### src/rtl/uart_debug_server_if.sv
// Byte-stream, memory-port, EXEC and EOC signals of the UART debug boot server.
// The slave modport is the server; the master modport is its surrounding environment.
interface uart_debug_server_if #(
  parameter int unsigned AddrWidth = 64
);
  logic                 rx_valid;
  logic [7:0]           rx_data;
  logic                 rx_ready;
  logic                 tx_valid;
  logic [7:0]           tx_data;
  logic                 tx_ready;
  logic                 mem_req;
  logic                 mem_we;
  logic [AddrWidth-1:0] mem_addr;
  logic [7:0]           mem_wdata;
  logic                 mem_gnt;
  logic                 mem_rvalid;
  logic [7:0]           mem_rdata;
  logic                 exec_valid;
  logic [AddrWidth-1:0] exec_addr;
  logic                 eoc_req;
  logic [31:0]          eoc_code;
  logic                 eoc_ack;
  logic                 busy;

  modport slave (
    input  rx_valid, rx_data, tx_ready, mem_gnt, mem_rvalid, mem_rdata, eoc_req, eoc_code,
    output rx_ready, tx_valid, tx_data, mem_req, mem_we, mem_addr, mem_wdata,
           exec_valid, exec_addr, eoc_ack, busy
  );

  modport master (
    output rx_valid, rx_data, tx_ready, mem_gnt, mem_rvalid, mem_rdata, eoc_req, eoc_code,
    input  rx_ready, tx_valid, tx_data, mem_req, mem_we, mem_addr, mem_wdata,
           exec_valid, exec_addr, eoc_ack, busy
  );
endinterface

### src/rtl/uart_debug_server.sv
// UART debug boot protocol server: parses ACK/READ/WRITE/EXEC commands from the RX
// byte stream, performs byte-wide memory accesses and reports EOC exit codes over TX.
module uart_debug_server #(
  parameter int unsigned AddrWidth     = 64,
  parameter int unsigned TimeoutCycles = 1000000
) (
  input  logic                 clk,
  input  logic                 rst_n,
  uart_debug_server_if.slave   bus
);
  localparam logic [7:0] ByteAck  = 8'h06;
  localparam logic [7:0] ByteEot  = 8'h04;
  localparam logic [7:0] CmdRead  = 8'h11;
  localparam logic [7:0] CmdWrite = 8'h12;
  localparam logic [7:0] CmdExec  = 8'h13;
  localparam logic [7:0] CmdEoc   = 8'h14;

  typedef enum logic [3:0] {
    S_IDLE, S_HDR_ADDR, S_HDR_LEN, S_SEND_ACK, S_RD_REQ, S_RD_WAIT, S_RD_SEND,
    S_WR_RECV, S_WR_REQ, S_WR_WAIT, S_SEND_EOT, S_EXEC, S_EOC_SEND
  } state_t;

  typedef enum logic [1:0] {RET_IDLE, RET_EXEC, RET_DATA} ret_t;

  state_t               state;
  ret_t                 ret;
  logic [7:0]           cmd;
  logic [AddrWidth-1:0] addr;
  logic [63:0]          len;
  logic [63:0]          hdr_sr;
  logic [63:0]          hdr_next;
  logic [2:0]           byte_cnt;
  logic [31:0]          eoc_sr;
  logic [31:0]          idle_cnt;
  logic                 rx_ready;
  logic                 rx_fire;
  logic                 tx_fire;
  logic                 cnt_state;
  logic                 timed_out;

  logic                 tx_valid_q;
  logic [7:0]           tx_data_q;
  logic                 mem_req_q;
  logic                 mem_we_q;
  logic [AddrWidth-1:0] mem_addr_q;
  logic [7:0]           mem_wdata_q;
  logic                 exec_valid_q;
  logic [AddrWidth-1:0] exec_addr_q;
  logic                 eoc_ack_q;

  // A pending EOC request blocks RX in IDLE so it wins over a simultaneous command byte.
  assign cnt_state = (state == S_HDR_ADDR) || (state == S_HDR_LEN) || (state == S_WR_RECV);
  assign rx_ready  = !rst_n && (((state == S_IDLE) && !bus.eoc_req) || cnt_state);
  assign rx_fire   = bus.rx_valid && rx_ready;
  assign tx_fire   = tx_valid_q && bus.tx_ready;
  assign timed_out = (TimeoutCycles != 0) && cnt_state && !rx_fire &&
                     (idle_cnt == 32'(TimeoutCycles - 1));
  // Little-endian fields: each new byte enters at the top, so after 8 bytes byte 0 is at [7:0].
  assign hdr_next  = {bus.rx_data, hdr_sr[63:8]};

  assign bus.rx_ready   = rx_ready;
  assign bus.tx_valid   = tx_valid_q;
  assign bus.tx_data    = tx_data_q;
  assign bus.mem_req    = mem_req_q;
  assign bus.mem_we     = mem_we_q;
  assign bus.mem_addr   = mem_addr_q;
  assign bus.mem_wdata  = mem_wdata_q;
  assign bus.exec_valid = exec_valid_q;
  assign bus.exec_addr  = exec_addr_q;
  assign bus.eoc_ack    = eoc_ack_q;
  assign bus.busy       = (state != S_IDLE);

  always_ff @(posedge clk or posedge rst_n) begin
    if (rst_n) begin
      state        <= S_IDLE;
      ret          <= RET_IDLE;
      cmd          <= '0;
      addr         <= '0;
      len          <= '0;
      hdr_sr       <= '0;
      byte_cnt     <= '0;
      eoc_sr       <= '0;
      idle_cnt     <= '0;
      tx_valid_q   <= 1'b0;
      tx_data_q    <= '0;
      mem_req_q    <= 1'b0;
      mem_we_q     <= 1'b0;
      mem_addr_q   <= '0;
      mem_wdata_q  <= '0;
      exec_valid_q <= 1'b0;
      exec_addr_q  <= '0;
      eoc_ack_q    <= 1'b0;
    end else begin
      exec_valid_q <= 1'b0;
      eoc_ack_q    <= 1'b0;

      if (!cnt_state || rx_fire) idle_cnt <= '0;
      else if (TimeoutCycles != 0) idle_cnt <= idle_cnt + 32'd1;

      case (state)
        S_IDLE: begin
          if (bus.eoc_req) begin
            state      <= S_EOC_SEND;
            eoc_sr     <= bus.eoc_code;
            byte_cnt   <= '0;
            tx_valid_q <= 1'b1;
            tx_data_q  <= CmdEoc;
          end else if (rx_fire) begin
            case (bus.rx_data)
              ByteAck: begin
                state      <= S_SEND_ACK;
                ret        <= RET_IDLE;
                tx_valid_q <= 1'b1;
                tx_data_q  <= ByteAck;
              end
              CmdRead, CmdWrite, CmdExec: begin
                state    <= S_HDR_ADDR;
                cmd      <= bus.rx_data;
                byte_cnt <= '0;
              end
              default: ;
            endcase
          end
        end

        S_HDR_ADDR: begin
          if (rx_fire) begin
            hdr_sr   <= hdr_next;
            byte_cnt <= byte_cnt + 3'd1;
            if (byte_cnt == 3'd7) begin
              addr <= hdr_next[AddrWidth-1:0];
              if (cmd == CmdExec) begin
                state      <= S_SEND_ACK;
                ret        <= RET_EXEC;
                tx_valid_q <= 1'b1;
                tx_data_q  <= ByteAck;
              end else begin
                state <= S_HDR_LEN;
              end
            end
          end else if (timed_out) begin
            state <= S_IDLE;
          end
        end

        S_HDR_LEN: begin
          if (rx_fire) begin
            hdr_sr   <= hdr_next;
            byte_cnt <= byte_cnt + 3'd1;
            if (byte_cnt == 3'd7) begin
              len        <= hdr_next;
              state      <= S_SEND_ACK;
              ret        <= RET_DATA;
              tx_valid_q <= 1'b1;
              tx_data_q  <= ByteAck;
            end
          end else if (timed_out) begin
            state <= S_IDLE;
          end
        end

        S_SEND_ACK: begin
          if (tx_fire) begin
            case (ret)
              RET_EXEC: begin
                state      <= S_EXEC;
                tx_valid_q <= 1'b0;
              end
              RET_DATA: begin
                if (len == 64'd0) begin
                  state     <= S_SEND_EOT;
                  tx_data_q <= ByteEot;
                end else if (cmd == CmdRead) begin
                  state      <= S_RD_REQ;
                  tx_valid_q <= 1'b0;
                  mem_req_q  <= 1'b1;
                  mem_we_q   <= 1'b0;
                  mem_addr_q <= addr;
                end else begin
                  state      <= S_WR_RECV;
                  tx_valid_q <= 1'b0;
                end
              end
              default: begin
                state      <= S_IDLE;
                tx_valid_q <= 1'b0;
              end
            endcase
          end
        end

        S_RD_REQ: begin
          if (bus.mem_gnt) begin
            mem_req_q <= 1'b0;
            state     <= S_RD_WAIT;
          end
        end

        S_RD_WAIT: begin
          if (bus.mem_rvalid) begin
            tx_valid_q <= 1'b1;
            tx_data_q  <= bus.mem_rdata;
            addr       <= addr + AddrWidth'(1);
            len        <= len - 64'd1;
            state      <= S_RD_SEND;
          end
        end

        S_RD_SEND: begin
          if (tx_fire) begin
            if (len == 64'd0) begin
              state     <= S_SEND_EOT;
              tx_data_q <= ByteEot;
            end else begin
              state      <= S_RD_REQ;
              tx_valid_q <= 1'b0;
              mem_req_q  <= 1'b1;
              mem_we_q   <= 1'b0;
              mem_addr_q <= addr;
            end
          end
        end

        S_WR_RECV: begin
          if (rx_fire) begin
            state       <= S_WR_REQ;
            mem_req_q   <= 1'b1;
            mem_we_q    <= 1'b1;
            mem_addr_q  <= addr;
            mem_wdata_q <= bus.rx_data;
          end else if (timed_out) begin
            state <= S_IDLE;
          end
        end

        S_WR_REQ: begin
          if (bus.mem_gnt) begin
            mem_req_q <= 1'b0;
            state     <= S_WR_WAIT;
          end
        end

        S_WR_WAIT: begin
          if (bus.mem_rvalid) begin
            addr <= addr + AddrWidth'(1);
            len  <= len - 64'd1;
            if (len == 64'd1) begin
              state      <= S_SEND_EOT;
              tx_valid_q <= 1'b1;
              tx_data_q  <= ByteEot;
            end else begin
              state <= S_WR_RECV;
            end
          end
        end

        S_SEND_EOT: begin
          if (tx_fire) begin
            tx_valid_q <= 1'b0;
            state      <= S_IDLE;
          end
        end

        S_EXEC: begin
          exec_addr_q  <= addr;
          exec_valid_q <= 1'b1;
          state        <= S_IDLE;
        end

        // byte_cnt 0..4 walks the EOC byte and four code bytes; 5 is the ack cycle that
        // keeps IDLE from re-seeing eoc_req before the requester has dropped it.
        S_EOC_SEND: begin
          if (byte_cnt == 3'd5) begin
            state <= S_IDLE;
          end else if (tx_fire) begin
            byte_cnt <= byte_cnt + 3'd1;
            if (byte_cnt == 3'd4) begin
              tx_valid_q <= 1'b0;
              eoc_ack_q  <= 1'b1;
            end else begin
              tx_data_q <= eoc_sr[7:0];
              eoc_sr    <= {8'h00, eoc_sr[31:8]};
            end
          end
        end

        default: state <= S_IDLE;
      endcase
    end
  end
endmodule

### src/flat_wrapper.sv
// flat-port wrapper written by rule: the top's interface ports become plain ports
module uart_debug_server_flat 
#(
  parameter int unsigned AddrWidth     = 64,
  parameter int unsigned TimeoutCycles = 1000000
)
  (clk, rst_n, bus_rx_valid, bus_rx_data, bus_tx_ready, bus_mem_gnt, bus_mem_rvalid, bus_mem_rdata, bus_eoc_req, bus_eoc_code, bus_rx_ready, bus_tx_valid, bus_tx_data, bus_mem_req, bus_mem_we, bus_mem_addr, bus_mem_wdata, bus_exec_valid, bus_exec_addr, bus_eoc_ack, bus_busy);
  uart_debug_server_if #(.AddrWidth(AddrWidth)) bus_i ();
  input  logic clk;
  input  logic rst_n;
  input wire logic [$bits(bus_i.rx_valid)-1:0] bus_rx_valid;
  input wire logic [$bits(bus_i.rx_data)-1:0] bus_rx_data;
  input wire logic [$bits(bus_i.tx_ready)-1:0] bus_tx_ready;
  input wire logic [$bits(bus_i.mem_gnt)-1:0] bus_mem_gnt;
  input wire logic [$bits(bus_i.mem_rvalid)-1:0] bus_mem_rvalid;
  input wire logic [$bits(bus_i.mem_rdata)-1:0] bus_mem_rdata;
  input wire logic [$bits(bus_i.eoc_req)-1:0] bus_eoc_req;
  input wire logic [$bits(bus_i.eoc_code)-1:0] bus_eoc_code;
  output wire logic [$bits(bus_i.rx_ready)-1:0] bus_rx_ready;
  output wire logic [$bits(bus_i.tx_valid)-1:0] bus_tx_valid;
  output wire logic [$bits(bus_i.tx_data)-1:0] bus_tx_data;
  output wire logic [$bits(bus_i.mem_req)-1:0] bus_mem_req;
  output wire logic [$bits(bus_i.mem_we)-1:0] bus_mem_we;
  output wire logic [$bits(bus_i.mem_addr)-1:0] bus_mem_addr;
  output wire logic [$bits(bus_i.mem_wdata)-1:0] bus_mem_wdata;
  output wire logic [$bits(bus_i.exec_valid)-1:0] bus_exec_valid;
  output wire logic [$bits(bus_i.exec_addr)-1:0] bus_exec_addr;
  output wire logic [$bits(bus_i.eoc_ack)-1:0] bus_eoc_ack;
  output wire logic [$bits(bus_i.busy)-1:0] bus_busy;
  assign bus_i.rx_valid = bus_rx_valid;
  assign bus_i.rx_data = bus_rx_data;
  assign bus_i.tx_ready = bus_tx_ready;
  assign bus_i.mem_gnt = bus_mem_gnt;
  assign bus_i.mem_rvalid = bus_mem_rvalid;
  assign bus_i.mem_rdata = bus_mem_rdata;
  assign bus_i.eoc_req = bus_eoc_req;
  assign bus_i.eoc_code = bus_eoc_code;
  assign bus_rx_ready = bus_i.rx_ready;
  assign bus_tx_valid = bus_i.tx_valid;
  assign bus_tx_data = bus_i.tx_data;
  assign bus_mem_req = bus_i.mem_req;
  assign bus_mem_we = bus_i.mem_we;
  assign bus_mem_addr = bus_i.mem_addr;
  assign bus_mem_wdata = bus_i.mem_wdata;
  assign bus_exec_valid = bus_i.exec_valid;
  assign bus_exec_addr = bus_i.exec_addr;
  assign bus_eoc_ack = bus_i.eoc_ack;
  assign bus_busy = bus_i.busy;
  uart_debug_server #(.AddrWidth(AddrWidth), .TimeoutCycles(TimeoutCycles)) u_core (.clk(clk), .rst_n(rst_n), .bus(bus_i));
endmodule
### config.mk
export PLATFORM = sky130hd
export DESIGN_NAME = uart_debug_server_flat
export DESIGN_NICKNAME = d
export VERILOG_FILES = /design/src/rtl/uart_debug_server_if.sv /design/src/rtl/uart_debug_server.sv /design/src/flat_wrapper.sv
export SDC_FILE = /design/constraint.sdc
export NUM_CORES = 1
export LEC_CHECK = 0
export BUFFER_PORTS_ARGS = -buffer_cell sky130_fd_sc_hd__buf_2
export CAP_MARGIN = 25
export CELL_PAD_IN_SITES_DETAIL_PLACEMENT = 2
export CELL_PAD_IN_SITES_GLOBAL_PLACEMENT = 2
export CORE_MARGIN = 2
export CORE_UTILIZATION = 40
export DETAILED_ROUTE_END_ITERATION = 10
export PLACE_DENSITY_LB_ADDON = 0.1
export SETUP_SLACK_MARGIN = 0.02
export SLEW_MARGIN = 0
export SYNTH_ARGS = -nofsm -noshare
export SYNTH_HDL_FRONTEND = slang
export SYNTH_SLANG_ARGS = --single-unit
### constraint.sdc
create_clock -name clk -period 23.6 [get_ports clk]
set_clock_uncertainty 0.1 [all_clocks]
set_input_delay 2.36 -clock clk [delete_from_list [all_inputs] [get_ports clk]]
set_output_delay 2.36 -clock clk [all_outputs]
set_load 0.005 [all_outputs]
==> Word level (Yosys, flattened, before mapping) <==
Cells that the tools add are included.
{ "totals": {"register_bits": 422, "input_bits": 55} }
{ "op_classes": {"addsub": 4, "eq_ne": 61, "muxes": 120, "bitwise": 1, "n_reduce_logical": 43} }
{ "op_table": {"columns": ["cell", "n"], "rows": [
  ["two-way mux 64 bit", 11],
  ["one-hot mux 64 bit (2 select lines)", 2],
  ["one-hot mux 64 bit (3 select lines)", 1],
  ["two-way mux 32 bit", 5],
  ["two-way mux 8 bit", 18],
  ["two-way mux 4 bit", 19],
  ["adder 64 x 1 -> 64 bit (second input constant)", 1],
  ["equality test 64 x 1 -> 1 bit (second input constant)", 1],
  ["zero test 64 bit", 1],
  ["one-hot mux 32 bit (2 select lines)", 1],
  ["one-hot mux 8 bit (8 select lines)", 1],
  ["subtractor 64 x 1 -> 64 bit (second input constant)", 1],
  ["one-hot mux 4 bit (12 select lines)", 1],
  ["equality test 8 x 5 -> 1 bit (second input constant)", 5],
  ["two-way mux 1 bit", 39],
  ["AND reduction 17 bit", 2],
  ["adder 32 x 1 -> 32 bit (second input constant)", 1],
  ["equality test 32 x 20 -> 1 bit (second input constant)", 1],
  ["inequality test 2 x 1 -> 1 bit (second input constant)", 16],
  ["inequality test 2 bit (second input constant)", 14],
  ["equality test 4 bit (second input constant)", 5],
  ["two-way mux 2 bit", 9],
  ["two-way mux 3 bit", 6],
  ["AND reduction 9 bit", 2],
  ["35 further kinds", 66]
]} }

==> Logic depth before layout (Yosys ltp) <==
Gate-level depths: netlist of the first run.
{ "depth": {"ltp_word": 12, "mapped_depth": 11, "depth_no_buf": 9} }

==> Worst setup path after synthesis of the first run <==
Ideal clock, no wire load.
{ "synth_timing": {"path_kind": "in2reg", "start": "input rst_n", "end": "register u_core.mem_addr_q[0], in the netlist u_core.bus.mem_addr[0]", "setup_time_ns": 0.125, "t_arrival_ns": 12.421, "t_required_ns": 23.375, "slack_ns": 10.955, "cell_stages": 7, "path_cell_list": "inv_1 > a31oi_1 > nand2b_1 > a221o_1 > buf_2 > buf_2 > mux2_2"} }
{ "synth_via": {"elab_chain_len": 5} }
{ "synth_rtl": {"columns": ["item", "line_no", "rtl"], "rows": [
  ["from (decl)", "flat_wrapper.sv:10", "input logic rst_n;"],
  ["zero test 1 bit", "uart_debug_server.sv:53", "assign rx_ready = !rst_n && (((state == S_IDLE) && !bus.eoc_req) || cnt_state);"],
  ["logical AND 1 bit", "uart_debug_server.sv:53", null],
  ["logical AND 1 bit", "uart_debug_server.sv:54", "assign rx_fire = bus.rx_valid && rx_ready;"],
  ["inequality test 2 x 1 -> 1 bit (no source line)", null, null],
  ["AND reduction 8 bit (no source line)", null, null],
  ["to (signal assigned)", "uart_debug_server.sv:178", "mem_addr_q <= addr;"],
  ["to (signal assigned)", "uart_debug_server.sv:219", "mem_addr_q <= addr;"],
  ["to (signal assigned)", "uart_debug_server.sv:229", "mem_addr_q <= addr;"],
  ["to (decl)", "uart_debug_server.sv:45", "logic [AddrWidth-1:0] mem_addr_q;"]
]} }
Every way passes these cells.
A chain may end at the register's enable or synchronous reset.

==> Worst setup path in the final report of the first run <==
{ "layout_timing": {"start": "input rst_n", "end": "output bus_rx_ready"} }
{ "layout_via": {"elab_chain_len": 2} }
{ "layout_rtl": {"columns": ["item", "line_no", "rtl"], "rows": [
  ["zero test 1 bit", "uart_debug_server.sv:53", null],
  ["logical AND 1 bit", "uart_debug_server.sv:53", null],
  ["to (decl)", "flat_wrapper.sv:19", "output wire logic [$bits(bus_i.rx_ready)-1:0] bus_rx_ready;"]
]} }
Every way passes these cells.

==> reports/results.ini, run 1 <==
[status]
status=complete, no violations

[pwr]
power.total_mw=3.06
p_leak_nw=10.8
p_per_area_nw_per_um2=129
vdd_drop_max_v=0.0000645

[cells_and_area]
fillCellCount=5333
nets=2376
area_growth_pct=16.5
drive_gt1_frac=0.213
final_common_cell=dfrtp_1
final_cell_mix=dfrtp_1 (414), nand2_1 (377), buf_2 (205), nor2_1 (193), a21oi_1 (155)

[synth]
synth_cells=2157
synth_flop_cell=dfrtp_1
synth_cell_types=81
yosys.area.top_type=dfrtp_1
synth_top_area_share=0.508
yosysSeqAreaShare=0.508
synth_edf_count=0
synth-seq-cells=414
syn_nets=2223
synthArstFlopShare=1.00
syn_area_sq_um=20400
synth_area_leaders=dfrtp_1 (51%), mux2_2 (7.3%), nand2_1 (7.0%), a21oi_1 (3.8%), nor2_1 (3.6%)
syn_area_per_cell_sq_um=9.45
yosysWarnings=0

[grt]
grt_use_total=0.266
antenna_found_initial=0
overflow=0
grt_pass1_wl_mm=113
grt_max_degree=209
grt_pass1_vias=19410

[timing]
fin_crit_sh=0.249
hold_viol=0
timing.setup.tns_ns=0
report.final.slew_viol_count=0
relSlewSlack=0.263
tightest_slew_ns=1.09
finalSetupViolCount=0
max_freq_mhz=170
layout_setup_ws_ns=17.73
rsz0062_at_grt=false
finalCriticalPeriod_ns=5.87

[critical_path]
cp.arrival_ns=3.41
cp.required_ns=21.14
startpoint_type=primary input
startpoint=rst_n
critical_path_class=in2out
crit_fanout=4
r2r_start=u_core.state[1]
end_kind=primary output

[routing]
antenna_left=0
detail_route.first_pass.iterations=5
vias=17687
drt_drc_violations_left=0
via_per_inst=5.85
drtIter0Drc=967
wirelength_mm=69.5
post_drt_wl_per_cell_um=23.0

[placed_design]
port_buffers=205
dp.final_hpwl_mm=46.2
pre_cts_ws_ns=17.74
gp_congestion=0.897

[floorplanning]
die_height_um=230
pin_count=206
start_util=0.405
rows=82
die_width_um=230
dieArea_sq_um=52800
core_area_sq_um=50300

[clocking]
cts_root_buffer=clkbuf_16
cts_hold_buf=0
cts_setup_buffers=0
cts_sinks=414
cts_resized=0
path_clk_slew_ns=0.06
cts_buffer_depth=3
cts_buffers=48
htreeDepth=2
cts_tree=done
insertion_delay_ns=0.60

[run]
cap_violations=0

[hold_path]
hp-start=u_core.bus.exec_addr[19]
min_path_type=reg2reg

==> layout make-up <==
cell class                      instances  area [sq um]  share of cell area
Sequential cell                       414         10400               0.436
Multi-Input combinational cell       1573          9430               0.397
Clock buffer                           68          1440              0.0606
Timing Repair Buffer                  237          1310              0.0552
Tap cell                              672           841              0.0354
Clock inverter                         20           224             0.00943
Inverter                               36           143             0.00600
Antenna cell                            1          2.50            0.000105
==> per-stage QoR <==
stage	cell area, sq um	util	instances	hold slack [ns]
after global routing	23800	0.472	3020	0.397
after floorplan	20400	-	2157	0.330
after CTS	23700	0.472	3017	0.376
final	23800	0.472	3021	0.369
after global placement	22000	0.438	2928	0.348
after detailed placement	22100	0.439	2929	0.358
==> worst paths after layout <==
| check | end | slack, ns | cells past startpoint |
|---|---|---|---|
| min in group asynchronous | u_core.idle_cnt[12] | 1.79 | 2 |
| max | bus_rx_ready | 17.73 | 4 |
| min reg2reg | u_core.bus.exec_addr[19] | 0.37 | 2 |
| max in group asynchronous | u_core.addr[34] | 19.49 | 4 |
| max reg2reg | u_core.state[0] | 19.64 | 9 |
| min | u_core.bus.exec_addr[19] | 0.37 | 2 |
==> worst max-delay path: stages <==
cell and delay [ns]:
buf_2 0.15, or4_1 0.63, nor2_1 0.14, buf_2 0.12
==> flip-flops by register name, summed over array words and instances (netlist names), 8 cells and up <==
| signal | flops |
|---|---|
| u_core.bus.mem_addr | 64 |
| u_core.hdr_sr | 56 |
| u_core.bus.tx_data | 8 |
| u_core.idle_cnt | 32 |
| u_core.cmd | 8 |
| u_core.bus.mem_wdata | 8 |
| u_core.bus.exec_addr | 64 |
| u_core.eoc_sr | 32 |
| u_core.addr | 64 |
| u_core.len | 64 |
==> routing by layer <==
| layer | routed length [um] | GRT usage | up-vias |
|---|---|---|---|
| met5 | 0 | 0 | - |
| met1 | 31600 | 0.361 | 9262 |
| met4 | 1470 | 0.0671 | 0 |
| li1 | - | - | 8013 |
| met3 | 2280 | 0.0337 | 94 |
| met2 | 34100 | 0.452 | 318 |
==> cells by family after synthesis <==
kind of cell	synth area share
adder cells (fa/ha/maj)	0.00675
AO/OA/AOI/OAI	0.158
flip-flops	0.508
AND/OR/NAND/NOR	0.200
multiplexers	0.0808
buffers and inverters	0.0329
XOR/XNOR	0.0138
==> power by group <==
| group | total, mW | switching [mW] | leakage (nW) | internal, mW |
|---|---|---|---|---|
| Sequential | 1.20 | 0.248 | 5.34 | 0.949 |
| Clock | 0.785 | 0.317 | 0.813 | 0.468 |
| Combinational | 1.08 | 0.645 | 4.65 | 0.432 |
| Total | 3.06 | 1.21 | 10.8 | 1.85 |
==> synth_stat cells, types with 13 or more instances <==
library cell / n
buf_2: 17
o22a_1: 33
or3_1: 14
o21ai_0: 113
nor2b_1: 19
nor4_1: 23
a31oi_1: 58
nand4_1: 36
a21oi_1: 155
clkbuf_1: 107
nor2_1: 194
o22ai_1: 40
a22oi_1: 13
nand2_1: 378
xor2_1: 24
and3_1: 26
nor3_1: 39
mux2_2: 132
inv_1: 34
dfrtp_1: 414
nand3_1: 66
Note: power is estimated with default switching activity, not from simulation.
==> run 2, diff against run 1 <==
- CORE_UTILIZATION: 40 -> 34
- clock period: 23.6 -> 5.01 ns (I/O delays scaled with it)
==> reports/results.ini, run 2 (same netlist as run 1, synthesis figures left out) <==
[clocking]
cts_resized=0
insertion_delay_ns=0.59
cts_tree=done
htreeDepth=2
cts_sinks=414
path_clk_slew_ns=0.06
cts_buffer_depth=3
cts_hold_buf=0
cts_setup_buffers=0
cts_buffers=49
cts_root_buffer=clkbuf_16

[grt]
top_usage_layer=met2
antenna_found_initial=0
grt_pass1_vias=19205
grt_use_total=0.226
gr-usage-met1=0.312
grt_pass1_wl_mm=113
use_met2=0.383
overflow=0
grtUsageMet3=0.0239
grt_max_degree=161

[pwr]
power.switching_mw=5.67
power_frac_clock=0.255
p_seq_frac=0.395
p_per_area_nw_per_um2=602
netSwitchingFraction=0.393
vdd_drop_max_v=0.000259
p_comb_frac=0.351
p_leak_nw=10.9
p_int_mw=8.76

[cells_and_area]
drive_gt1_frac=0.213
area_growth_pct=17.5
insertedDiodeCount=0
final_cells=3128
final_common_cell=dfrtp_1
nets=2384
design_area_sq_um=24000
final_cell_mix=dfrtp_1 (414), nand2_1 (377), buf_2 (206), nor2_1 (193), a21oi_1 (155)

[timing]
relSlewSlack=0.358
tightest_slew_ns=0.956
finalCriticalPeriod_ns=3.63
fin_crit_sh=0.724
max_freq_mhz=276
finalSetupViolCount=0
hold_viol=0
holdWs_ns=0.0409
rsz0062_at_grt=false
report.final.slew_viol_count=0
timing.setup.tns_ns=0

[critical_path]
path_cells=and3b_1 > or4_1 > nor3_2 > nand4_1 > o211ai_1 > a31oi_1 > mux2i_1
crit_fanout=27
cpPeakStageDelay_ns=0.71
slowest_stage=dfrtp_1
cp.required_ns=5.41
critical_path_class=reg2reg
cp.arrival_ns=4.02
end_kind=flip-flop
startpoint_type=flip-flop

[placed_design]
place_area_sq_um=22300
dp.final_hpwl_mm=47.3
gp_congestion=0.874
numPlacedInstances=3038
port_buffers=205

[floorplanning]
dieArea_sq_um=61900
start_util=0.345
pin_count=206
core_area_sq_um=59100
die_height_um=249
rows=89
die_width_um=249

[routing]
antenna_left=0
wirelength_mm=69.7
drt_drc_violations_left=0
vias=17415
detail_route.first_pass.iterations=5
drtIter0Drc=894
post_drt_wl_per_cell_um=22.3
via_per_inst=5.57

[run]
cap_violations=0

[status]
status=complete, no violations

[hold_path]
min_path_type=in2reg

run 2: changes by cell type in the layout (fill, tap and decap cells not counted), sizes merged:
cell	delta
buf	+9
bufinv	-1
clkbuf	+5
clkinv	-4
clkinvlp	-3
diode	-1
inv	+1
run 2: through the flow:
step | setup WS (ns) | utilization | power (mW)
3_3_place_gp | 1.35 | 0.376 | 10.5
4_1_cts | 1.23 | 0.404 | 14.6
2_1_floorplan | -3.03 | - | 8.73
3_5_place_dp | 1.25 | 0.377 | 10.8
5_1_grt | 1.06 | 0.405 | 15.5
6_report | 1.38 | 0.405 | 14.4
run 2: power groups by stage:
stage	Clock, mW	Sequential [mW]	Combinational, mW
final	3.68	5.69	5.06
after global routing	3.92	5.90	5.66
after CTS	3.78	5.74	5.07
after detailed placement	0	5.77	5.03
after global placement	0	5.70	4.83
after floorplan	0	5.29	3.44
run 2: worst paths after layout:
check                                         start                  endpoint  slack [ns]  cells after the start
setup reg to reg                    u_core.state[0]           u_core.state[3]        1.38                      7
min in group asynchronous                     rst_n       u_core.bus.tx_valid        0.07                      3
max in group asynchronous                     rst_n  u_core.bus.exec_addr[38]        3.15                      4
hold reg to reg            u_core.bus.exec_addr[26]  u_core.bus.exec_addr[26]        0.37                      2
setup / recovery                    u_core.state[0]           u_core.state[3]        1.38                      7
hold / removal                     bus_eoc_code[28]         u_core.eoc_sr[28]        0.04                      3
run 2: cell type report:
| class | count | area [sq um] |
|---|---|---|
| fillers | 6401 | 35200 |
| flip-flops and latches | 414 | 10400 |
| multi-input cells | 1573 | 9450 |
| clock buffers | 75 | 1490 |
| repair buffers | 244 | 1400 |
| well taps | 773 | 967 |
| clock inverters | 13 | 154 |
| inverters | 36 | 139 |
run 2: routing by layer:
| metal | share of wire | routed length [um] | vias to the layer above |
|---|---|---|---|
| met5 | 0 | 0 | - |
| met4 | 0.016 | 1150 | 0 |
| met3 | 0.023 | 1620 | 67 |
| met2 | 0.48 | 33800 | 228 |
| met1 | 0.48 | 33100 | 9079 |
| li1 | - | - | 8041 |
run 2: worst max-delay path: cells and delay by family (launching register included):
family / cells / cell delay, ns
AO/OA/AOI/OAI: 2 / 0.45
flip-flops: 1 / 0.71
multiplexers: 1 / 0.14
AND/OR/NAND/NOR: 4 / 2.15
==> run 3, diff against run 2 <==
- ABC_AREA: unset -> 1
- CORE_UTILIZATION: 34 -> 31
- clock period: 5.01 -> 3.1 ns (I/O delays scaled with it)
==> reports/results.ini, run 3 <==
[cells_and_area]
final_common_cell=nand2_1
final_core_util=0.375
final_cells=4309
final_cell_mix=nand2_1 (1016), dfrtp_1 (414), nor2_1 (386), inv_1 (276), o21ai_0 (258)
nets=3385
design_area_sq_um=26700
fillCellCount=8366
drive_gt1_frac=0.122
area_growth_pct=20.1

[timing]
rsz0062_at_grt=true
hold_viol=0
relSlewSlack=0.408
holdWs_ns=0.0374
report.final.slew_viol_count=0
finalCriticalPeriod_ns=2.90
finalSetupViolCount=0
max_freq_mhz=345
tightest_slew_ns=0.888
fin_crit_sh=0.936
layout_setup_ws_ns=0.199
timing.setup.tns_ns=0

[routing]
wirelength_mm=98.7
via_per_inst=5.15
drtIter0Drc=1327
detail_route.first_pass.iterations=5
vias=22208
post_drt_wl_per_cell_um=22.9
drt_drc_violations_left=0
antenna_left=0

[hold_path]
hp-start=bus_eoc_req
min_path_type=in2reg
holdPathEnd=u_core.bus.tx_data[4]
min_path_cells=5

[synth]
syn_nets=3126
synthArstFlopShare=1.00
synth_area_leaders=dfrtp_1 (47%), nand2_1 (17%), nor2_1 (6.6%), o21ai_0 (5.8%), inv_1 (4.7%)
syn_area_sq_um=22300
synth.most_common_cell=nand2_1
yosys.area.top_type=dfrtp_1
synth_flop_cell=dfrtp_1
synth_cells=3060
synth_edf_count=0
syn_area_per_cell_sq_um=7.27
yosysWarnings=0
yosysSeqAreaShare=0.466
synth_top_area_share=0.466
synth_commonest_cells=nand2_1 (1016), dfrtp_1 (414), nor2_1 (389)
synth-seq-cells=414
synth_cell_types=47

[critical_path]
cp.required_ns=3.54
startpoint_type=flip-flop
path_buf_inv=3
crit_cells=11
cp.arrival_ns=3.34
r2r_start=u_core.state[1]
cpPeakStageDelay_ns=0.54
reg2reg_depth=11
crit_fanout=49
end_kind=flip-flop
rrSetupSlack_ns=0.20
slowest_stage=buf_4
critPathTopFamily=simple AND/OR/NAND/NOR gates
reg2reg_to=u_core.len[46]
critical_path_class=reg2reg
path_cells=inv_2 > nand2_2 > nor2_2 > nand2_1 > nand2_1 > inv_2 > o21ai_2 > nand3b_1 > buf_4 > nor2_1 > a2bb2oi_1

[clocking]
htreeDepth=2
cts_root_buffer=clkbuf_16
path_clk_slew_ns=0.06
insertion_delay_ns=0.63
cts_buffer_depth=3
cts_buffers=51
cts_tree=done
cts_sinks=414

[grt]
grt_max_degree=133
grt_pass1_wl_mm=150
grt_use_total=0.265
antenna_found_initial=4
grt_pass1_vias=24049
overflow=0

[placed_design]
numPlacedInstances=4166
gp_congestion=0.968
pre_cts_ws_ns=0.172
dp.final_hpwl_mm=74.1
place_area_sq_um=24500
port_buffers=205

[floorplanning]
core_area_sq_um=71200
dieArea_sq_um=73900
start_util=0.312
die_width_um=272
die_height_um=272
rows=98
pin_count=206

[pwr]
p_leak_nw=13.0
vdd_drop_max_v=0.000435
power.total_mw=27.0
p_per_area_nw_per_um2=1010

[status]
status=complete, no violations

[run]
cap_violations=0

-- run 3: cell count changes in the layout (fill, tap and decap cells not counted), moves of 36 or more --
| cell | previous run | this run |
|---|---|---|
| a21oi_1 | 155 | 73 |
| a31oi_1 | 58 | 11 |
| dlygate4sd3_1 | 0 | 47 |
| inv_1 | 33 | 276 |
| mux2_2 | 129 | 1 |
| nand2_1 | 377 | 1016 |
| nand3_1 | 66 | 106 |
| nor2_1 | 193 | 386 |
| o21ai_0 | 111 | 258 |
| o21ai_1 | 2 | 90 |
| o22ai_1 | 40 | 1 |
| xor2_1 | 24 | 60 |
-- run 3: worst register-to-register path, delay by kind of cell, from the launching register on --
kind                   cells  cell delay [ns]
buffers and inverters      3             0.72
DFF                        1             0.47
AOI/OAI and AO/OA          2             0.30
and+or+nand+nor            6             1.24
-- run 3: cells by family after synthesis --
| group | after synthesis | synth area share |
|---|---|---|
| xor+xnor | 66 | 0.0260 |
| fa+ha+maj | 11 | 0.00618 |
| compound gates | 500 | 0.122 |
| mux | 1 | 0.000506 |
| flops | 414 | 0.466 |
| simple gates | 1670 | 0.306 |
| buf+inv | 398 | 0.0743 |
-- run 3: timing repair --
action / in CTS / in global routing
endpoints found under the hold margin: 171 / 0
gates resized for setup: 0 / 6
setup buffers: 0 / 2
setup endpoints to repair: 0 / 47
hold buffers: 47 / 0
-- run 3: final cells by class --
class / instances / area (sq um) / share of cell area
clock inverters: 20 / 248 / 0.00927
well taps: 950 / 1190 / 0.0445
inverters: 287 / 1080 / 0.0406
multi-input cells: 2249 / 10300 / 0.385
clock buffers: 71 / 1450 / 0.0543
repair buffers: 316 / 2110 / 0.0789
diodes: 2 / 5.00 / 0.000187
flip-flops and latches: 414 / 10400 / 0.388
-- run 3: how the worst max path moves through the flow --
stage	endpoint	slack, ns	start
floorplan	u_core.len[38]	-4.61	rst_n
global placement	u_core.len[46]	0.20	u_core.state[2]
detailed placement	u_core.idle_cnt[18]	0.17	u_core.idle_cnt[0]
CTS	u_core.addr[42]	0.11	u_core.addr[0]
global route	u_core.addr[36]	0.004	u_core.addr[0]
finish	u_core.len[46]	0.20	u_core.state[1]
-- run 3: where the power goes --
group	switching, mW	internal (mW)	total [mW]
logic	8.37	3.53	11.9
registers	1.66	7.23	8.89
clock network	2.60	3.61	6.21
total	12.6	14.4	27.0
-- run 3: metal layers --
| metal | wire length [um] | track usage |
|---|---|---|
| met1 | 44800 | 0.356 |
| met2 | 45700 | 0.430 |
| met5 | 25 | 0 |
| met4 | 3070 | 0.0807 |
| met3 | 5140 | 0.0533 |
